**config.mk**
```make
export PLATFORM = sky130hd
export DESIGN_NAME = serial_adder
export DESIGN_NICKNAME = d
export VERILOG_FILES = /design/src/rtl/serial_adder_pkg.sv /design/src/rtl/ha.sv /design/src/rtl/serial_adder_fa_bit.sv /design/src/rtl/serial_adder.sv
export SDC_FILE = /design/constraint.sdc
export NUM_CORES = 1
export LEC_CHECK = 0
export CORE_MARGIN = 4
export CORE_UTILIZATION = 50
export CTS_BUF_LIST = sky130_fd_sc_hd__clkbuf_2
export DETAILED_ROUTE_END_ITERATION = 10
export PLACE_DENSITY_LB_ADDON = 0.08
export REMOVE_ABC_BUFFERS = 1
export SYNTH_ARGS = -nofsm -noshare
export SYNTH_HDL_FRONTEND = slang
export SYNTH_HIERARCHICAL = 1
export SYNTH_SLANG_ARGS = --single-unit
export TNS_END_PERCENT = 1
```
**constraint.sdc**
```tcl
create_clock -name clk -period 2.1 [get_ports clk]
set_input_delay 0.315 -clock clk [delete_from_list [all_inputs] [get_ports clk]]
set_output_delay 0.315 -clock clk [all_outputs]
set_load 0.1 [all_outputs]
```
**src/rtl/serial_adder_pkg.sv**
```systemverilog
// Shared types and defaults for the bit-serial adder.
package serial_adder_pkg;

    localparam int unsigned DEFAULT_WIDTH = 8;

    typedef enum logic [1:0] {
        IDLE  = 2'd0,
        SHIFT = 2'd1,
        DONE  = 2'd2
    } state_t;

endpackage

```
**src/rtl/ha.sv**
```systemverilog
// Half-adder cell: one-bit sum and carry of two inputs.
module ha (
    input  logic a,
    input  logic b,
    output logic s,
    output logic c
);

    assign s = a ^ b;
    assign c = a & b;

endmodule

```
**src/rtl/serial_adder_fa_bit.sv**
```systemverilog
// One full-adder bit composed of two half-adder cells and an OR of their carries.
module fa_bit (
    input  logic a,
    input  logic b,
    input  logic cin,
    output logic s,
    output logic cout
);

    logic s0;
    logic c0;
    logic c1;

    ha u_ha0 (
        .a (a),
        .b (b),
        .s (s0),
        .c (c0)
    );

    ha u_ha1 (
        .a (s0),
        .b (cin),
        .s (s),
        .c (c1)
    );

    assign cout = c0 | c1;

endmodule

```
**src/rtl/serial_adder.sv**
```systemverilog
// Bit-serial ripple adder: one full-adder bit per cycle, LSB first, valid/ready in and out.
// Define SERIAL_ADDER_SUB_EN to add a 'sub' input selecting a - b.
module serial_adder
    import serial_adder_pkg::*;
#(
    parameter int unsigned WIDTH = DEFAULT_WIDTH
) (
    input  logic             clk,
    input  logic             rst_n,
    input  logic             in_valid,
    output logic             in_ready,
    input  logic [WIDTH-1:0] a,
    input  logic [WIDTH-1:0] b,
    input  logic             cin,
`ifdef SERIAL_ADDER_SUB_EN
    input  logic             sub,
`endif
    output logic             out_valid,
    input  logic             out_ready,
    output logic [WIDTH-1:0] sum,
    output logic             cout,
    output logic             busy
);

    localparam int unsigned CNT_W = $clog2(WIDTH);

    state_t             state;
    logic [WIDTH-1:0]   a_sh;
    logic [WIDTH-1:0]   b_sh;
    logic               carry;
    logic [CNT_W-1:0]   cnt;
    logic               fa_s;
    logic               fa_c;
    logic [WIDTH-1:0]   b_load;
    logic               carry_load;

    fa_bit u_fa_bit (
        .a    (a_sh[0]),
        .b    (b_sh[0]),
        .cin  (carry),
        .s    (fa_s),
        .cout (fa_c)
    );

    // Subtraction is a + ~b + 1; cin is ignored in that mode.
`ifdef SERIAL_ADDER_SUB_EN
    assign b_load     = sub ? ~b : b;
    assign carry_load = sub ? 1'b1 : cin;
`else
    assign b_load     = b;
    assign carry_load = cin;
`endif

    always_ff @(posedge clk or negedge rst_n) begin
        if (!rst_n) begin
            state <= IDLE;
            a_sh  <= '0;
            b_sh  <= '0;
            sum   <= '0;
            cout  <= 1'b0;
            carry <= 1'b0;
            cnt   <= '0;
        end else begin
            case (state)
                IDLE: begin
                    if (in_valid) begin
                        a_sh  <= a;
                        b_sh  <= b_load;
                        carry <= carry_load;
                        cnt   <= '0;
                        state <= SHIFT;
                    end
                end
                SHIFT: begin
                    // Sum bits enter at the MSB so the LSB-first stream lands in place.
                    sum   <= {fa_s, sum[WIDTH-1:1]};
                    carry <= fa_c;
                    a_sh  <= {1'b0, a_sh[WIDTH-1:1]};
                    b_sh  <= {1'b0, b_sh[WIDTH-1:1]};
                    cnt   <= cnt + CNT_W'(1);
                    if (cnt == CNT_W'(WIDTH - 1)) begin
                        cout  <= fa_c;
                        state <= DONE;
                    end
                end
                DONE: begin
                    if (out_ready) begin
                        state <= IDLE;
                    end
                end
                default: begin
                    state <= IDLE;
                end
            endcase
        end
    end

    // Handshake flags decode directly from the state register.
    assign in_ready  = (state == IDLE);
    assign busy      = (state == SHIFT);
    assign out_valid = (state == DONE);

endmodule

```
==> qor.tcl, run 1 <==
set qor(power.share.clock_pct) 8.6
set qor(setup_repair_after_global_routing_missed_its_margin) {no}
set qor(synth_cells) 142
set qor(power_switching_uw) 1710
set qor(layout-area-overhead-vs-synth_pct) 23.7
set qor(worst-setup-path-type) {reg -> out}
set qor(detail_route.drc_violations) 0
set qor(timing.critical_path.from_type) {flop}
set qor(p_int_uw) 1490
set qor(number_of_storage_elements_in_the_synthesis_netlist) 31
set qor(nFillCells) 237
set qor(die_x_um) 61.3
set qor(postCtsSetupBuffers) 0
set qor(timing.critical_path.slowest_stage_cell) {sky130_fd_sc_hd__dfrtp_1}
set qor(seqPwrFrac_pct) 34.5
set qor(grt_start_max_net_pins) 32
set qor(gpl.final_weighted_congestion) 0.785
set qor(core_um2) 2730
set qor(finalWorstPathRequiredPeriod_ps) 1880
set qor(power.ir.vdd_worst_uv) 1790
set qor(viasPerCell) 6.02
set qor(finish.net_count) 197
set qor(netlist_area_pre_place_um2) 1420
set qor(power-per-cell-area_nw_per_um2) 1820
set qor(clockRootBuffer) {sky130_fd_sc_hd__clkbuf_2}
set qor(route.antenna.remaining_nets) 0
set qor(final_core_utilization_pct) 64.4
set qor(initial_core_util_pct) 52.0
set qor(outcome) {finished, final reports clean}
set qor(numPortBuffers) 32
set qor(synth_cell_type_count) 22
set qor(tritoncts) {yes}
set qor(drive_gt1_share_pct) 15.1
set qor(postCtsResizedCells) 0
set qor(combPwrFrac_pct) 56.9
set qor(drt-wirelength-per-cell_um) 16.5
set qor(synth_largest_area_cell) {sky130_fd_sc_hd__dfrtp_1}
set qor(floorplan.io_pins) 33
set qor(primary_ff_master_synth) {sky130_fd_sc_hd__dfrtp_1}
set qor(die-area_um2) 3760
set qor(drt-pass1-iter-count) 4
set qor(fin_crit_sh_pct) 89.3
set qor(finalHoldViolCount) 0
set qor(clk_path_buf_depth) 2
set qor(setup-tns-final_ps) 0
set qor(timing.slew.headroom_pct) 66.4
set qor(grt_pass1_wl_um) 5220
set qor(critical-path-max-stage-delay_ps) 500
set qor(routed-via-count) 1222
set qor(r2r_setup_slack_ps) 570
set qor(drv.max_cap_violation_count) 0
set qor(grt_antenna_before_repair) 0
set qor(cts.clk_slew.worst_paths_ps) 170
set qor(first_global_vias) 1135
set qor(num_rows) 19
set qor(globalRouteOverflowTotal) 0
set qor(synth.top_cells.by_area) {sky130_fd_sc_hd__dfrtp_1 (55%), sky130_fd_sc_hd__o22ai_1 (13%), sky130_fd_sc_hd__nand2_1 (6.9%)}
set qor(cts_hold_bufs) 0
set qor(synth-edff-count) 0
set qor(worst_clock_skew_ps) 20.8
set qor(setup_viol_count_final) 0
set qor(die_h_um) 61.3
set qor(synth-async-reset-ratio_pct) 100
set qor(antenna_cells_inserted) 0
set qor(critPathRequiredTime_ps) 1780
set qor(ys_warn_count) 6
set qor(number_of_cts_inserted_buffers) 5
set qor(detailedRoute.firstIterationViolations) 109
set qor(synth_area_per_cell_um2) 10.0
set qor(worstSetupEndpointType) {primary output}
set qor(power.static_leakage_uw) 0.000788
set qor(timing.hold.worst.class) {in -> async}
set qor(slew_violations) 0
set qor(tritoncts_num_sinks) 31
set qor(detail_route.wirelength_um) 3350
set qor(post-dp-hpwl_um) 2220
set qor(path_cells) {nand2b_4 -> inv_6 -> buf_12}
set qor(seq_area_frac_synth_pct) 54.5
set qor(achievable-frequency_ghz) 0.533
set qor(htree_num_levels) 2
set qor(commonest_non_fill_non_tap_cell_in_the_layout) {sky130_fd_sc_hd__dfrtp_1}
set qor(worstPathArrival_ps) 1560
set qor(final_cell_mix) {sky130_fd_sc_hd__dfrtp_1 (31), sky130_fd_sc_hd__o22ai_1 (30), sky130_fd_sc_hd__nand2_1 (26), sky130_fd_sc_hd__clkdlybuf4s50_1 (20), sky130_fd_sc_hd__a21oi_1 (16)}
set qor(power_switching_share_pct) 53.5
set qor(crit_path_max_fanout) 25
set qor(worst_skew_pair.late_latency_ps) 370
set qor(synthDominantCellAreaShare_pct) 54.5
set qor(worst_margin_slew_ps) 503
set qor(grt_use_total_pct) 19.2
==> power by group through the flow <==
stage	Clock, µW	Combinational (µW)	Sequential, µW
finish	275	1820	1100
global route	312	1950	1140
CTS	287	1830	1100
detailed placement	0	1830	1110
global placement	0	1780	1100
floorplan	0	804	1620
==> worst max-delay path: cells and delay by family, from the launching register on <==
kind	cells	cell delay [ps]
simple gates	1	330
flops	1	500
buf+inv	2	380
==> worst paths after layout <==
path,startpoint,endpoint,cells after the start
hold / removal,rst_n,b_sh[5],2
setup reg to reg,a_sh[0],cout,4
setup / recovery,state[1],busy,3
hold reg to reg,sum[0],sum[0],2
max in group asynchronous,rst_n,cnt[0],2
min in group clk,a[7],a_sh[7],3
==> flip-flops by register name (all words and copies together) (netlist names) <==
name	cells
b_sh	8
cout	1
cnt	3
a_sh	8
carry	1
sum	8
state	2
==> area by class of cell <==
class	instances	area [µm²]	share of cell area, %
repair buffers	34	343	19.5
multi-input cells	97	553	31.4
clock inverters	2	8.76	0.498
clock buffers	5	25.0	1.42
inverters	3	16.3	0.924
flip-flops and latches	31	776	44.1
well taps	31	38.8	2.20
==> Yosys cell counts, types with 2 or more instances <==
cell / count
sky130_fd_sc_hd__dfrtp_1: 31
sky130_fd_sc_hd__o22ai_1: 30
sky130_fd_sc_hd__nand2_1: 26
sky130_fd_sc_hd__a21oi_1: 16
sky130_fd_sc_hd__o21ai_0: 7
sky130_fd_sc_hd__buf_2: 5
sky130_fd_sc_hd__ha_1: 4
sky130_fd_sc_hd__nor2_1: 4
sky130_fd_sc_hd__buf_6: 3
sky130_fd_sc_hd__a22o_1: 2
sky130_fd_sc_hd__buf_4: 2
sky130_fd_sc_hd__nor2b_1: 2
==> logic make-up after synthesis <==
| kind of cell | Yosys count | share of synthesized area (%) |
|---|---|---|
| buffers and inverters | 14 | 6.59 |
| muxes | 1 | 1.06 |
| DFF | 31 | 54.5 |
| AOI/OAI and AO/OA | 56 | 23.0 |
| adders and majority gates | 4 | 3.52 |
| and+or+nand+nor | 36 | 11.3 |
==> layer usage <==
metal / part of all wire (%) / GRT usage (%)
met5: 0 / 0
met4: 1.9 / 7.27
met3: 7.8 / 6.92
met2: 47 / 30.5
met1: 43 / 24.2
==> stage by stage <==
stage	worst slack (ps)	hold slack [ps]	area, µm²	total power (µW)	cells
2_1_floorplan	-60.4	19.4	1350	2430	131
3_3_place_gp	560	461	1730	2870	196
3_5_place_dp	495	464	1730	2940	196
4_1_cts	206	311	1760	3220	203
5_1_grt	114	310	1760	3400	203
6_report	224	315	1760	3200	203
Power figures use the tool's default switching activity.
==> inputs of run 2 (changes only) <==
--- a/config.mk
+++ b/config.mk
@@ -9,6 +9,7 @@
 export CORE_UTILIZATION = 50
 export CTS_BUF_LIST = sky130_fd_sc_hd__clkbuf_2
 export DETAILED_ROUTE_END_ITERATION = 10
+export MAX_ROUTING_LAYER = met4
 export PLACE_DENSITY_LB_ADDON = 0.08
 export REMOVE_ABC_BUFFERS = 1
 export SYNTH_ARGS = -nofsm -noshare
==> run 2 against run 1 <==
Compared with the run above: non-clock buffer count unchanged; wire length down 0.24%; sequential power about the same; flip-flop and latch count unchanged; critical endpoint unchanged; largest cell class unchanged; largest power group unchanged.
==> qor.tcl, run 2 (synthesized netlist as in run 1, its figures left out) <==
set qor(worst_skew_pair.late_latency_ps) 370
set qor(postCtsResizedCells) 0
set qor(power.static_leakage_uw) 0.000788
set qor(clockRootBuffer) {sky130_fd_sc_hd__clkbuf_2}
set qor(worstSetupEndpointType) {primary output}
set qor(sequential_cell_area_um2) 776
set qor(final.setup.worst_slack_ps) 229
set qor(postCtsSetupBuffers) 0
set qor(achievable-frequency_ghz) 0.534
set qor(worst-setup-path-type) {reg -> out}
set qor(grt_start_max_net_pins) 32
set qor(layout-area-overhead-vs-synth_pct) 23.7
set qor(placement.setup.worst_slack_ps) 495
set qor(drt-wirelength-per-cell_um) 16.4
set qor(finish.net_count) 197
set qor(tritoncts) {yes}
set qor(post-dp-hpwl_um) 2220
set qor(global_route.peak_usage_layer) {met2}
set qor(timing.critical_path.from_type) {flop}
set qor(detail_route.drc_violations) 0
set qor(setup_repair_after_global_routing_missed_its_margin) {no}
set qor(top_registers) {a_sh (8), b_sh (8), sum (8)}
set qor(cts.clk_slew.worst_paths_ps) 170
set qor(routed-via-count) 1226
set qor(drv.max_cap_violation_count) 0
set qor(drive_gt1_share_pct) 15.1
set qor(core_um2) 2730
set qor(power.ir.vdd_worst_uv) 1790
set qor(grt.met3_usage_pct) 6.71
set qor(die_x_um) 61.3
set qor(drt-pass1-iter-count) 4
set qor(crit_path_max_fanout) 25
set qor(fin_crit_sh_pct) 89.1
set qor(place_area_um2) 1730
set qor(detail_route.wirelength_um) 3340
set qor(timing.slew.headroom_pct) 66.8
set qor(finalHoldViolCount) 0
set qor(grt_pass1_wl_um) 5210
set qor(viasPerCell) 6.04
set qor(floorplan.io_pins) 33
set qor(gr_met2_demand_resource_pct) 30.8
set qor(cts_hold_bufs) 0
set qor(nFillCells) 237
set qor(gpl.final_weighted_congestion) 0.796
set qor(grt_antenna_before_repair) 0
set qor(setup-tns-final_ps) 0
set qor(route.antenna.remaining_nets) 0
set qor(final_core_utilization_pct) 64.4
set qor(timing.hold.worst.class) {in -> async}
set qor(clk_path_buf_depth) 2
set qor(commonest_non_fill_non_tap_cell_in_the_layout) {sky130_fd_sc_hd__dfrtp_1}
set qor(num_rows) 19
set qor(die-area_um2) 3760
set qor(htree_num_levels) 2
set qor(power-per-cell-area_nw_per_um2) 1820
set qor(final_cell_mix) {sky130_fd_sc_hd__dfrtp_1 (31), sky130_fd_sc_hd__o22ai_1 (30), sky130_fd_sc_hd__nand2_1 (26), sky130_fd_sc_hd__clkdlybuf4s50_1 (20), sky130_fd_sc_hd__a21oi_1 (16)}
set qor(footprint_of_the_multi_input_gates_um2) 553
set qor(outcome) {finished, final reports clean}
set qor(critPathRequiredTime_ps) 1780
set qor(detailedRoute.firstIterationViolations) 108
set qor(grt_util_met1_pct) 23.9
set qor(antenna_cells_inserted) 0
set qor(setup_viol_count_final) 0
set qor(grt_use_total_pct) 19.8
set qor(numPortBuffers) 32
set qor(tritoncts_num_sinks) 31
set qor(worst_clock_skew_ps) 18.0
set qor(initial_core_util_pct) 52.0
set qor(finish.instance_area_um2) 1760
set qor(number_of_cts_inserted_buffers) 5
set qor(die_h_um) 61.3
set qor(worstPathArrival_ps) 1560
set qor(first_global_vias) 1136
set qor(finalWorstPathRequiredPeriod_ps) 1870
set qor(slew_violations) 0
set qor(globalRouteOverflowTotal) 0
set qor(worst_margin_slew_ps) 498
==> run 2: cell counts in the layout (fill, tap and decap cells not counted) <==
No cell type changed its count.
==> run 2: path summary, 6_finish.rpt <==
path                            slack [ps]  endpoint     start  cells after the start
worst max-delay path                   230      busy  state[1]                      3
worst min-delay path                   320   b_sh[5]     rst_n                      2
worst max register to register         570      cout   a_sh[0]                      4
worst min register to register         490    sum[0]    sum[0]                      2
max in group asynchronous             1480    cnt[0]     rst_n                      2
min in group clk                       490   a_sh[7]      a[7]                      3
==> run 2: area by class of cell <==
type / instances / share of cell area [%]
Sequential cell: 31 / 44.1
Multi-Input combinational cell: 97 / 31.4
Timing Repair Buffer: 34 / 19.5
Tap cell: 31 / 2.20
Clock buffer: 5 / 1.42
Inverter: 3 / 0.924
Clock inverter: 2 / 0.498
==> run 2: where the power goes <==
part           internal [µW]  switching [µW]  total, µW  leakage (µW)
sequential               873             231       1100      0.000370
combinational            546            1270       1820      0.000392
clock                   70.4             203        273     0.0000262
==> run 2: critical path, cell delays in order, from the launching register on <==
cell and delay (ps):
sky130_fd_sc_hd__dfrtp_1 500, sky130_fd_sc_hd__nand2b_4 330, sky130_fd_sc_hd__inv_6 190, sky130_fd_sc_hd__buf_12 190
==> run 2: routing by layer <==
| layer | wire length, µm | share of wire (%) | up-vias |
|---|---|---|---|
| met1 | 1390 | 42 | 607 |
| li1 | - | - | 572 |
| met3 | 239 | 7.2 | 8 |
| met2 | 1640 | 49 | 39 |
| met4 | 62 | 1.9 | 0 |
| met5 | 0 | 0 | - |
==> run 2: metrics by stage <==
step,hold slack [ps],instances,power (µW)
4_1_cts,311,203,3220
6_report,319,203,3200
3_3_place_gp,461,196,2870
3_5_place_dp,464,196,2940
5_1_grt,310,203,3400
2_1_floorplan,19.4,131,2430
